`src/rtl/ravenna_adc_seq.sv`:
```
// Multi-channel SAR ADC scan sequencer: walks the enabled channels, averages
// 2^avg conversions per channel and publishes per-channel results with flags.
module ravenna_adc_seq #(
  parameter int NCH  = 4,
  parameter int RES  = 10,
  parameter int AVGW = 2,
  parameter int TMO  = 1023,
  localparam int CHW = (NCH > 1) ? $clog2(NCH) : 1
) (
  input  logic               clk,
  input  logic               reset,
  input  logic               cfg_en,
  input  logic               cfg_cont,
  input  logic [NCH-1:0]     cfg_mask,
  input  logic [AVGW-1:0]    cfg_avg,
  input  logic               start,
  output logic               adc_start,
  output logic [CHW-1:0]     adc_sel,
  input  logic               adc_done,
  input  logic [RES-1:0]     adc_data,
  output logic [NCH*RES-1:0] res_data,
  output logic [NCH-1:0]     res_valid,
  input  logic [NCH-1:0]     res_rd,
  output logic [NCH-1:0]     overrun,
  output logic               busy,
  output logic               scan_done,
  output logic               tmo_err
);

  localparam int MAXE = (1 << AVGW) - 1;
  localparam int ACCW = RES + MAXE;
  localparam int CNTW = MAXE + 1;
  localparam int TMOW = $clog2(TMO + 1);

  typedef enum logic [1:0] {IDLE, CONV, WAIT, STORE} state_t;

  state_t            state, state_nxt;
  logic [NCH-1:0]    mask_q;
  logic [AVGW-1:0]   avg_q;
  logic [CHW-1:0]    ch;
  logic [ACCW-1:0]   acc;
  logic [CNTW-1:0]   cnt;
  logic [TMOW-1:0]   tmo_cnt;
  logic              abort;

  logic [CHW:0]      first;
  logic [CHW:0]      nxt;
  logic [CNTW-1:0]   cnt_inc;
  logic              last_smp;
  logic              tmo_hit;
  logic              stop;
  logic              relatch;
  logic              go;

  // MSB of the result flags "found"; lower bits hold the channel index.
  function automatic logic [CHW:0] lowest(input logic [NCH-1:0] m);
    logic [CHW:0] r;
    r = '0;
    for (int k = NCH - 1; k >= 0; k--)
      if (m[k]) r = {1'b1, CHW'(k)};
    return r;
  endfunction

  function automatic logic [CHW:0] next_above(input logic [NCH-1:0] m,
                                              input logic [CHW-1:0] c);
    logic [CHW:0] r;
    r = '0;
    for (int k = NCH - 1; k >= 0; k--)
      if (m[k] && (k > int'(c))) r = {1'b1, CHW'(k)};
    return r;
  endfunction

  function automatic logic [RES-1:0] avg_shift(input logic [ACCW-1:0] a,
                                               input logic [AVGW-1:0] e);
    logic [ACCW-1:0] s;
    s = a >> e;
    return s[RES-1:0];
  endfunction

  assign first    = lowest(cfg_mask);
  assign nxt      = next_above(mask_q, ch);
  assign cnt_inc  = cnt + 1'b1;
  assign last_smp = (cnt_inc == (CNTW'(1) << avg_q));
  assign tmo_hit  = (tmo_cnt == TMOW'(TMO - 1));
  assign stop     = abort | ~cfg_en;
  assign relatch  = cfg_cont & cfg_en & first[CHW];
  assign go       = start & cfg_en & first[CHW];
  assign adc_sel  = ch;

  always_ff @(posedge clk) begin
    if (reset) state <= IDLE;
    else       state <= state_nxt;
  end

  always_comb begin
    state_nxt = state;
    adc_start = 1'b0;
    scan_done = 1'b0;
    busy      = (state != IDLE);
    case (state)
      IDLE:  if (go) state_nxt = CONV;
      CONV: begin
        adc_start = 1'b1;
        state_nxt = WAIT;
      end
      WAIT: begin
        if (adc_done) begin
          if (stop)          state_nxt = IDLE;
          else if (last_smp) state_nxt = STORE;
          else               state_nxt = CONV;
        end else if (tmo_hit) begin
          state_nxt = IDLE;
        end
      end
      STORE: begin
        if (!cfg_en) begin
          state_nxt = IDLE;
        end else if (nxt[CHW]) begin
          state_nxt = CONV;
        end else begin
          scan_done = 1'b1;
          state_nxt = relatch ? CONV : IDLE;
        end
      end
      default: state_nxt = IDLE;
    endcase
  end

  always_ff @(posedge clk) begin
    if (reset) begin
      mask_q    <= '0;
      avg_q     <= '0;
      ch        <= '0;
      acc       <= '0;
      cnt       <= '0;
      tmo_cnt   <= '0;
      abort     <= 1'b0;
      res_data  <= '0;
      res_valid <= '0;
      overrun   <= '0;
      tmo_err   <= 1'b0;
    end else begin
      // Reads clear in any state; a store in the same cycle overrides below.
      res_valid <= res_valid & ~res_rd;
      case (state)
        IDLE: begin
          if (go) begin
            mask_q <= cfg_mask;
            avg_q  <= cfg_avg;
            ch     <= first[CHW-1:0];
            acc    <= '0;
            cnt    <= '0;
            abort  <= 1'b0;
          end
        end
        CONV: begin
          tmo_cnt <= '0;
          if (!cfg_en) abort <= 1'b1;
        end
        WAIT: begin
          if (adc_done) begin
            acc <= acc + ACCW'(adc_data);
            cnt <= cnt_inc;
          end else begin
            tmo_cnt <= tmo_cnt + 1'b1;
            if (tmo_hit) tmo_err <= 1'b1;
            if (!cfg_en) abort <= 1'b1;
          end
        end
        STORE: begin
          acc <= '0;
          cnt <= '0;
          if (cfg_en) begin
            res_data[int'(ch)*RES +: RES] <= avg_shift(acc, avg_q);
            res_valid[ch] <= 1'b1;
            if (res_valid[ch] && !res_rd[ch]) overrun[ch] <= 1'b1;
            if (nxt[CHW]) begin
              ch <= nxt[CHW-1:0];
            end else if (relatch) begin
              mask_q <= cfg_mask;
              avg_q  <= cfg_avg;
              ch     <= first[CHW-1:0];
            end
          end
        end
        default: ;
      endcase
    end
  end

endmodule
```
`config.mk`:
```
export PLATFORM = sky130hd
export DESIGN_NAME = ravenna_adc_seq
export DESIGN_NICKNAME = d
export VERILOG_FILES = /design/src/rtl/ravenna_adc_seq.sv
export SDC_FILE = /design/constraint.sdc
export NUM_CORES = 1
export LEC_CHECK = 0
export CAP_MARGIN = 0
export CORE_MARGIN = 1.5
export CORE_UTILIZATION = 35
export DETAILED_ROUTE_END_ITERATION = 16
export DONT_BUFFER_PORTS = 1
export HOLD_SLACK_MARGIN = 0.06
export PLACE_DENSITY = 0.5
export SLEW_MARGIN = 20
export SYNTH_ARGS = -nofsm -noshare
export SYNTH_HDL_FRONTEND = slang
export SYNTH_SLANG_ARGS = --single-unit
```
`constraint.sdc`:
```
create_clock -name clk -period 2.71 [get_ports clk]
set_input_delay 0.542 -clock clk [delete_from_list [all_inputs] [get_ports clk]]
set_output_delay 0.542 -clock clk [all_outputs]
set_load 0.05 [all_outputs]
```
## Word level (Yosys, flattened, before mapping)

Cells that the tools add are included.

- Register bits: 87
- Input port bits: 26
- Logic and storage cells: 127

- $add $sub $neg: 4
- Multipliers: 1
- $lt $le $gt $ge: 5
- Eq/ne operators: 13
- Shift-type cells: 4
- Multiplexer cells: 56
- Bitwise gates (word level): 11
- Reduce and logical (&&, ||, !) cells: 21

Operators by type and width:

| kind | count |
|---|---|
| $bwmux 40 | 1 |
| $shift 10x33->40 const A | 1 |
| $shiftx 10x33->40 | 1 |
| $pmux 13 s3 | 1 |
| $neg 6->33 | 1 |
| $mux 4 | 8 |
| $mux 13 | 2 |
| $mux 2 | 13 |
| $mux 3 | 7 |
| $pmux 10 s2 | 1 |
| $add 13x10->13 | 1 |
| $mux 1 | 13 |
| $shr 13x2->10 | 1 |
| $ne 2x2->1 const B | 6 |
| $pmux 4 s3 | 1 |
| $reduce_and 3->1 | 4 |
| $add 10x1->10 const B | 1 |
| $eq 10x10->1 const B | 1 |
| $mux 10 | 1 |
| $or 4x4->4 | 2 |
| $pmux 2 s2 | 2 |
| $pmux 2 s4 | 1 |
| $pmux 4 s2 | 1 |
| $ne 3x3->1 const B | 2 |
| 26 further kinds | 42 |

## Depth between registers and ports, before layout

Gate-level depths: netlist of run 1.

- Word-level depth: 9
- Gate-level depth with buffers: 10
- Gate-level depth less buffers: 9

## Worst setup path after synthesis of run 1

No wires, ideal clock.

- Kind: reg-to-reg
- Start point: reg ch[0] (netlist: adc_sel[0])
- End point: reg res_data[31]
- Arrival time: 2.880 ns
- Data required time: 2.593 ns
- Slack: -0.287 ns
- Cell stages (with the launch flop): 11
- Path buffers: 2
- Clock period less this slack: 2.997 ns
- Cells stage by stage: dfxtp_1 -> buf_6 -> clkinv_1 -> ha_1 -> buf_2 -> mux4_2 -> mux2_2 -> a22oi_1 -> inv_1 -> a22o_1 -> a22o_1

- Word-level cells in the longest chain between the ends: 4
- Elaborated cells on any way between the ends: 5

RTL lines:

| element | line | text |
|---|---|---|
| start, declared | 40 | `logic [CHW-1:0] ch;` |
| start signal, assigned | 150 | `ch <= first[CHW-1:0];` |
| start signal, assigned | 178 | `ch <= nxt[CHW-1:0];` |
| start signal, assigned | 182 | `ch <= first[CHW-1:0];` |
| $mul 2x3->5 * | 174 | `res_data[int'(ch)*RES +: RES] <= avg_shift(acc, avg_q);` |
| $neg 6->33 * | 174 |  |
| $shiftx 10x33->40 / $shift 10x33->40 (equally long branches) | 174 |  |
| $bwmux 40 * | 174 |  |
| end signal, assigned by index | 174 |  |
| end, declared | 21 | `output logic [NCH*RES-1:0] res_data,` |

Every way passes the cells marked *; elsewhere a longest branch is shown, timed or not.
A chain may end at the register's enable or synchronous reset.

## Worst setup path after layout of run 1

- Start point: reg ch[0] (netlist: adc_sel[0])
- End point: out scan_done

- Word-level cells in the longest chain between the ends: 8
- Elaborated cells on any way between the ends: 12

RTL lines:

| element | line | text |
|---|---|---|
| $gt 2x2->1 | 69 | `if (m[k] && (k > int'(c))) r = {1'b1, CHW'(k)};` |
| $logic_and 1x1->1 | 69 |  |
| $mux 3 (2 in series) | 69 |  |
| $mux 3 * | 69 |  |
| $mux 1 * | 118 | `end else if (nxt[CHW]) begin` |
| $mux 1 * | 116 | `if (!cfg_en) begin` |
| $mux 1 * | 100 | `case (state)` |
| end, declared | 26 | `output logic scan_done,` |

Marked as above.

==> flow_summary.ini, run 1 <==
[route]
wirelength_mm = 15.35
drt_first_pass_iters = 5
drc = 0
viasPerCell = 5.836
drt_iter0_drc = 400
wl_per_cell_um = 19.09
vias = 4692
ant_nets = 0

[place]
dp_hpwl_mm = 11.45
dp.cells = 788
gp_congestion = 0.8777
portBuffers = 0

[yosys]
yosys_register_bits = 86
synth-xor-area-share_pct = 2.510
yosys.area_share.simple_pct = 20.79
synth_edf_count = 0
syn-num-nets = 667
synth_compound_area_share_pct = 20.89
synth-seq-area-share_pct = 32.89
ys_async_sr_fraction_pct = 0
ys_warn_count = 0
synth_fa_ha_area_share_pct = 6.358
yosys.cell_types.count = 70
synthFlopType = dfxtp_1
avgSynthCellArea_sq_um = 8.512
synth_top_family_by_area = compound AO/OA/AOI/OAI gates
synth_mux_area_share_pct = 11.88
synth_cells = 615
syn_area_sq_um = 5235

[critical_path]
path_cells = clkinv_1, buf_4, ha_1, nor2_1, a21oi_1, nand2_1, a21oi_1, buf_4
worstPathRequired_ps = 2170
cp_slowest_stage_delay_ps = 350
r2r_start = acc[0]
slowest_stage = dfxtp_4
cp-start-kind = flop
critPathTopFamily = buffers and inverters
crit_type = reg2out
r2r-end = acc[12]
r2r_cells = 9
arrival_ps = 1950
worst-path-stages = 8
reg2reg_slack_ps = 250
crit_buf_inv = 3
endpoint_kind = output port
critical_path.max_fanout = 9

[final_layout]
antenna_cells = 0
drive_gt1_share_pct = 12.26
final_nets = 667
utilization_pct = 39.74
regArea_sq_um = 1727
nFillCells = 1512
synthToLayoutAreaGrowth_pct = 10.76
multi_input_area_sq_um = 3268
layout_commonest_cell = dfxtp_1
mostFrequentLayoutCells = 84 x dfxtp_1, 65 x nand2_1, 61 x nor2_1, 47 x a21oi_1, 30 x o21ai_0
instances_no_fill = 804

[timing]
slew_headroom_pct = 37.94
drv_slew = 0
holdWs_ps = 251.1
fin_skew_ps = 9.677
period_share_pct = 91.98
worstMarginPinSlew_ps = 930.8
fmax_mhz = 401.2
setup_tns_ps = 0
hold_viol = 0
rsz0062_at_grt = no
finalCriticalPeriod_ps = 2493
setup_viol = 0

[die]
initial_utilization_pct = 35.88
pin_count = 80
rows = 44
die_x_um = 125.3
fp.coreArea_sq_um = 14590
design.die.area_sq_um = 15700
fp.dieH_um = 125.3

[clock_network]
cts_tree = built
cts_made_buffers = 9
cts_buffer_depth = 2
htree_levels = 3
clock_sinks = 86
cts-root-buf = clkbuf_16
clkSlewWorstSetupHoldPaths_ps = 60
hold_buffers = 0
clk_latency_ps = 360

[power_and_ir_drop]
power_switching_share_pct = 36.71
pwr-share-comb_pct = 33.6
p_clk_share_pct = 31.3
peakVddDrop_v = 0.0003587
power.internal_mw = 2.556
seqPwrFrac_pct = 35.1
power_switching_mw = 1.483
leakagePower_nw = 2.104
power_density_nw_per_um2 = 696.5

[global_route]
grt_pass1_vias = 4605
grt_pass1_wl_mm = 24.99
busiest_layer = met2
grtUsageMet2_pct = 32.75
grt_usage_pct = 20.02
gr-usage-met1_pct = 24.45
met3_usage_pct = 6.932
grt-ovfl-total = 0
grt_max_degree = 54
antenna_found_initial = 0

[worst_hold_path]
hold_depth = 1
worstHoldStart = reset
holdCritPathClass = in2reg
min_to = res_data[33]

[outcome]
outcome = complete, no violations

[run]
maxCapViolations = 0
[flip-flops by register name, summed over array words and instances (netlist names)]
signal,count
overrun,4
res_valid,4
res_data,40
mask_q,3
state,2
adc_sel,2
tmo_err,1
abort,1
cnt,4
avg_q,2
acc,13
tmo_cnt,10
[timing repair]
item	4_1_cts	5_1_grt
setup endpoints to repair	0	1
gates resized for setup	0	1
endpoints found under the hold margin	0	0
setup buffers	0	0
[Yosys cell counts (all sizes together) (10+ instances only)]
| cell | instances | area, sq um |
|---|---|---|
| dfxtp | 86 | 1722 |
| nand2 | 65 | 244.0 |
| nor2 | 61 | 229.0 |
| a21oi | 47 | 235.2 |
| o21ai | 32 | 160.1 |
| ha | 25 | 312.8 |
| nand3 | 25 | 125.1 |
| clkbuf | 24 | 90.09 |
| mux2i | 22 | 224.0 |
| inv | 18 | 67.56 |
| nor3 | 17 | 85.08 |
| nand2b | 14 | 87.58 |
| mux4 | 12 | 270.3 |
| xnor2 | 12 | 105.1 |
| mux2 | 11 | 127.6 |
| buf | 10 | 83.83 |
| or3 | 10 | 62.56 |
[how the worst max path moves through the flow]
stage	end	from
floorplan	res_data[31]	adc_sel[0]
global placement	acc[12]	adc_data[0]
detailed placement	acc[10]	adc_data[0]
CTS	scan_done	adc_sel[0]
global route	scan_done	adc_sel[0]
finish	scan_done	adc_sel[0]
[worst reg2reg max path: stages, from the launching register on]
cell and delay (ps):
dfxtp_1 430, ha_1 230, inv_1 60, fa_1 380
nand2b_1 200, a21oi_1 260, o311a_1 240, o41ai_1 110
or3_1 360, a21oi_1 130
[cell type report]
| cell class | instances | area share [%] |
|---|---|---|
| clock buffers | 10 | 4.122 |
| clock inverters | 6 | 1.057 |
| inverters | 19 | 1.230 |
| multi-input cells | 476 | 56.37 |
| flip-flops and latches | 86 | 29.78 |
| well taps | 184 | 3.971 |
| repair buffers | 23 | 3.474 |
[kinds of logic (layout without fill, tap and decap cells)]
| kind of cell | Yosys count | after routing |
|---|---|---|
| buffers and inverters | 53 | 58 |
| AO/OA/AOI/OAI | 161 | 161 |
| flip-flops | 86 | 86 |
| adder cells (fa/ha/maj) | 26 | 26 |
| AND/OR/NAND/NOR | 229 | 229 |
| XOR/XNOR | 15 | 15 |
| multiplexers | 45 | 45 |
[power by group through the flow]
stage	Combinational (mW)	Clock (mW)	Sequential, mW
2_1_floorplan	0.999	0	1.43
4_1_cts	1.35	1.31	1.42
5_1_grt	1.49	1.35	1.42
3_3_place_gp	1.34	0	1.44
3_5_place_dp	1.34	0	1.45
6_report	1.36	1.27	1.42
[stage by stage]
step           setup WS [ps]  total power, mW  instance area (sq um)
2_1_floorplan          27.60            2.432                   5240
5_1_grt                31.31            4.260                   5798
3_5_place_dp           187.7            2.790                   5494
6_report               217.5            4.039                   5798
3_3_place_gp           274.8            2.783                   5494
4_1_cts                94.96            4.073                   5794
[layer usage]
layer	part of all wire (%)	up-vias	wire length [um]
met5	0	-	0
met1	43	2254	6669
met3	7.5	24	1157
li1	-	2277	-
met2	47	137	7170
met4	2.3	0	352
No activity file was read; power rests on OpenSTA's default activity.
==> run 2: changes to the inputs <==
--- a/config.mk
+++ b/config.mk
@@ -10,8 +10,10 @@
 export CORE_UTILIZATION = 35
 export DETAILED_ROUTE_END_ITERATION = 16
 export DONT_BUFFER_PORTS = 1
+export GPL_TIMING_DRIVEN = 1
 export HOLD_SLACK_MARGIN = 0.06
-export PLACE_DENSITY = 0.5
+export PLACE_DENSITY_LB_ADDON = 0.08
+export REMOVE_ABC_BUFFERS = 1
 export SLEW_MARGIN = 20
 export SYNTH_ARGS = -nofsm -noshare
 export SYNTH_HDL_FRONTEND = slang
==> flow_summary.ini, run 2 (same netlist as run 1, synthesis figures left out) <==
[clock_network]
cts_made_buffers = 9
cts_tree = built
cts-root-buf = clkbuf_16
clkSlewWorstSetupHoldPaths_ps = 70
cts_resized = 0
htree_levels = 3
hold_buffers = 0
clock_sinks = 86
cts_buffer_depth = 2
clk_latency_ps = 350
post-cts-setup-buffer-count = 0

[place]
postPlaceCellArea_sq_um = 5523
gp_congestion = 0.8753
dp.cells = 794
dp_hpwl_mm = 11.27
portBuffers = 0
dp_slack_ps = 206.9

[global_route]
grt_pass1_vias = 4555
antenna_found_initial = 0
grt_max_degree = 54
grt_usage_pct = 19.58
grt_pass1_wl_mm = 24.28
grt-ovfl-total = 0

[power_and_ir_drop]
power.internal_mw = 2.453
peakVddDrop_v = 0.0004111
p_clk_share_pct = 29.8
pwr-share-comb_pct = 34.5
seqPwrFrac_pct = 35.7
power_density_nw_per_um2 = 681.1
power_switching_mw = 1.496
power_switching_share_pct = 37.88
leakagePower_nw = 2.116

[route]
drt_iter0_drc = 305
ant_nets = 0
vias = 4606
drt_first_pass_iters = 5
viasPerCell = 5.686
wirelength_mm = 15.07
drc = 0
wl_per_cell_um = 18.60

[timing]
rsz0062_at_grt = no
worstMarginPinSlew_ps = 824.2
hold_viol = 0
drv_slew = 0
fin_ws_ps = 153.1
finalCriticalPeriod_ps = 2557
setup_viol = 0
fmax_mhz = 391.1
fin_skew_ps = 8.218
slew_headroom_pct = 45.05
period_share_pct = 94.35

[critical_path]
endpoint_kind = output port
cp-start-kind = flop
slowest_stage = dfxtp_1
arrival_ps = 2010
crit_buf_inv = 2
path_cells = buf_4, ha_1, nor2_1, a21oi_1, nand2_1, a21oi_1, buf_4
crit_type = reg2out
critical_path.max_fanout = 7
worstPathRequired_ps = 2170
critPathTopFamily = buffers and inverters
cp_slowest_stage_delay_ps = 330

[die]
die_x_um = 125.3
rows = 44
fp.coreArea_sq_um = 14590
pin_count = 80
initial_utilization_pct = 35.88
fp.dieH_um = 125.3
design.die.area_sq_um = 15700

[final_layout]
final_nets = 673
antenna_cells = 0
mostFrequentLayoutCells = 85 x dfxtp_1, 65 x nand2_1, 61 x nor2_1, 47 x a21oi_1, 30 x o21ai_0
largest_register = res_data
layout_commonest_cell = dfxtp_1
nFillCells = 1472
fin_area_sq_um = 5797
largest_register_ffs = 40
instances_no_fill = 810
reg_top3 = res_data (40), acc (13), tmo_cnt (10)
utilization_pct = 39.73
synthToLayoutAreaGrowth_pct = 10.73
drive_gt1_share_pct = 12.94

[outcome]
outcome = complete, no violations

[worst_hold_path]
holdCritPathClass = in2reg

[run]
maxCapViolations = 0
run 2: cell types whose count changed in the layout (fill, tap and decap cells not counted):
cell and delta:
buf_4 +8, bufinv_16 -1, clkbuf_8 -1, buf_6 -1
inv_6 +2, dfxtp_1 +1, dfxtp_4 -1, buf_12 -1
run 2: worst paths after layout:
| check | from | end | slack [ps] | cells after the start |
|---|---|---|---|---|
| worst max-delay path | adc_sel[1] | scan_done | 150 | 7 |
| worst min-delay path | reset | tmo_cnt[7] | 260 | 1 |
| worst max register to register | acc[0] | acc[12] | 280 | 9 |
| worst min register to register | mask_q[3] | mask_q[3] | 490 | 2 |
run 2: per-layer routing:
layer	global-route usage (%)	share of wire, %	up-vias
li1	-	-	2288
met1	23.98	43	2165
met2	32.37	48	130
met3	6.333	7.2	23
met4	6.818	1.9	0
met5	0	0	-
run 2: layout make-up:
cell class | instances | area (sq um) | area share (%)
clock inverters | 7 | 48.80 | 0.8418
well taps | 184 | 230.2 | 3.972
multi-input cells | 476 | 3268 | 56.38
inverters | 19 | 71.32 | 1.230
repair buffers | 29 | 230.2 | 3.972
flip-flops and latches | 86 | 1723 | 29.72
clock buffers | 9 | 225.2 | 3.885
run 2: through the flow:
step | hold WS [ps] | power (mW) | setup TNS, ps
4_1_cts | 243.6 | 3.994 | 0
3_3_place_gp | 461.2 | 2.782 | 0
5_1_grt | 235.4 | 4.196 | 0
2_1_floorplan | 443.0 | 2.373 | -41260
3_5_place_dp | 477.4 | 2.798 | 0
6_report | 256.2 | 3.948 | 0
run 2: power by group through the flow:
stage | clock network, mW | registers (mW) | logic [mW]
5_1_grt | 1.27 | 1.42 | 1.50
3_5_place_dp | 0 | 1.44 | 1.36
3_3_place_gp | 0 | 1.44 | 1.35
2_1_floorplan | 0 | 1.47 | 0.904
4_1_cts | 1.22 | 1.41 | 1.37
6_report | 1.18 | 1.41 | 1.36
run 2: worst register-to-register path, stage by stage (launching register included):
cell and delay, ps:
dfxtp_1 430, ha_1 230, inv_1 60, fa_1 390, nand2b_1 190, a21oi_1 240, o311a_1 230, o41ai_1 100
or3_1 350, a21oi_1 160
==> run 3: changes to the inputs <==
--- a/config.mk
+++ b/config.mk
@@ -8,6 +8,7 @@
 export CAP_MARGIN = 0
 export CORE_MARGIN = 1.5
 export CORE_UTILIZATION = 35
+export CTS_BUF_LIST = sky130_fd_sc_hd__clkbuf_8 sky130_fd_sc_hd__clkbuf_16
 export DETAILED_ROUTE_END_ITERATION = 16
 export DONT_BUFFER_PORTS = 1
 export GPL_TIMING_DRIVEN = 1
==> results of run 3 <==
Final layout, timing and power as in run 2 (identical DEF).
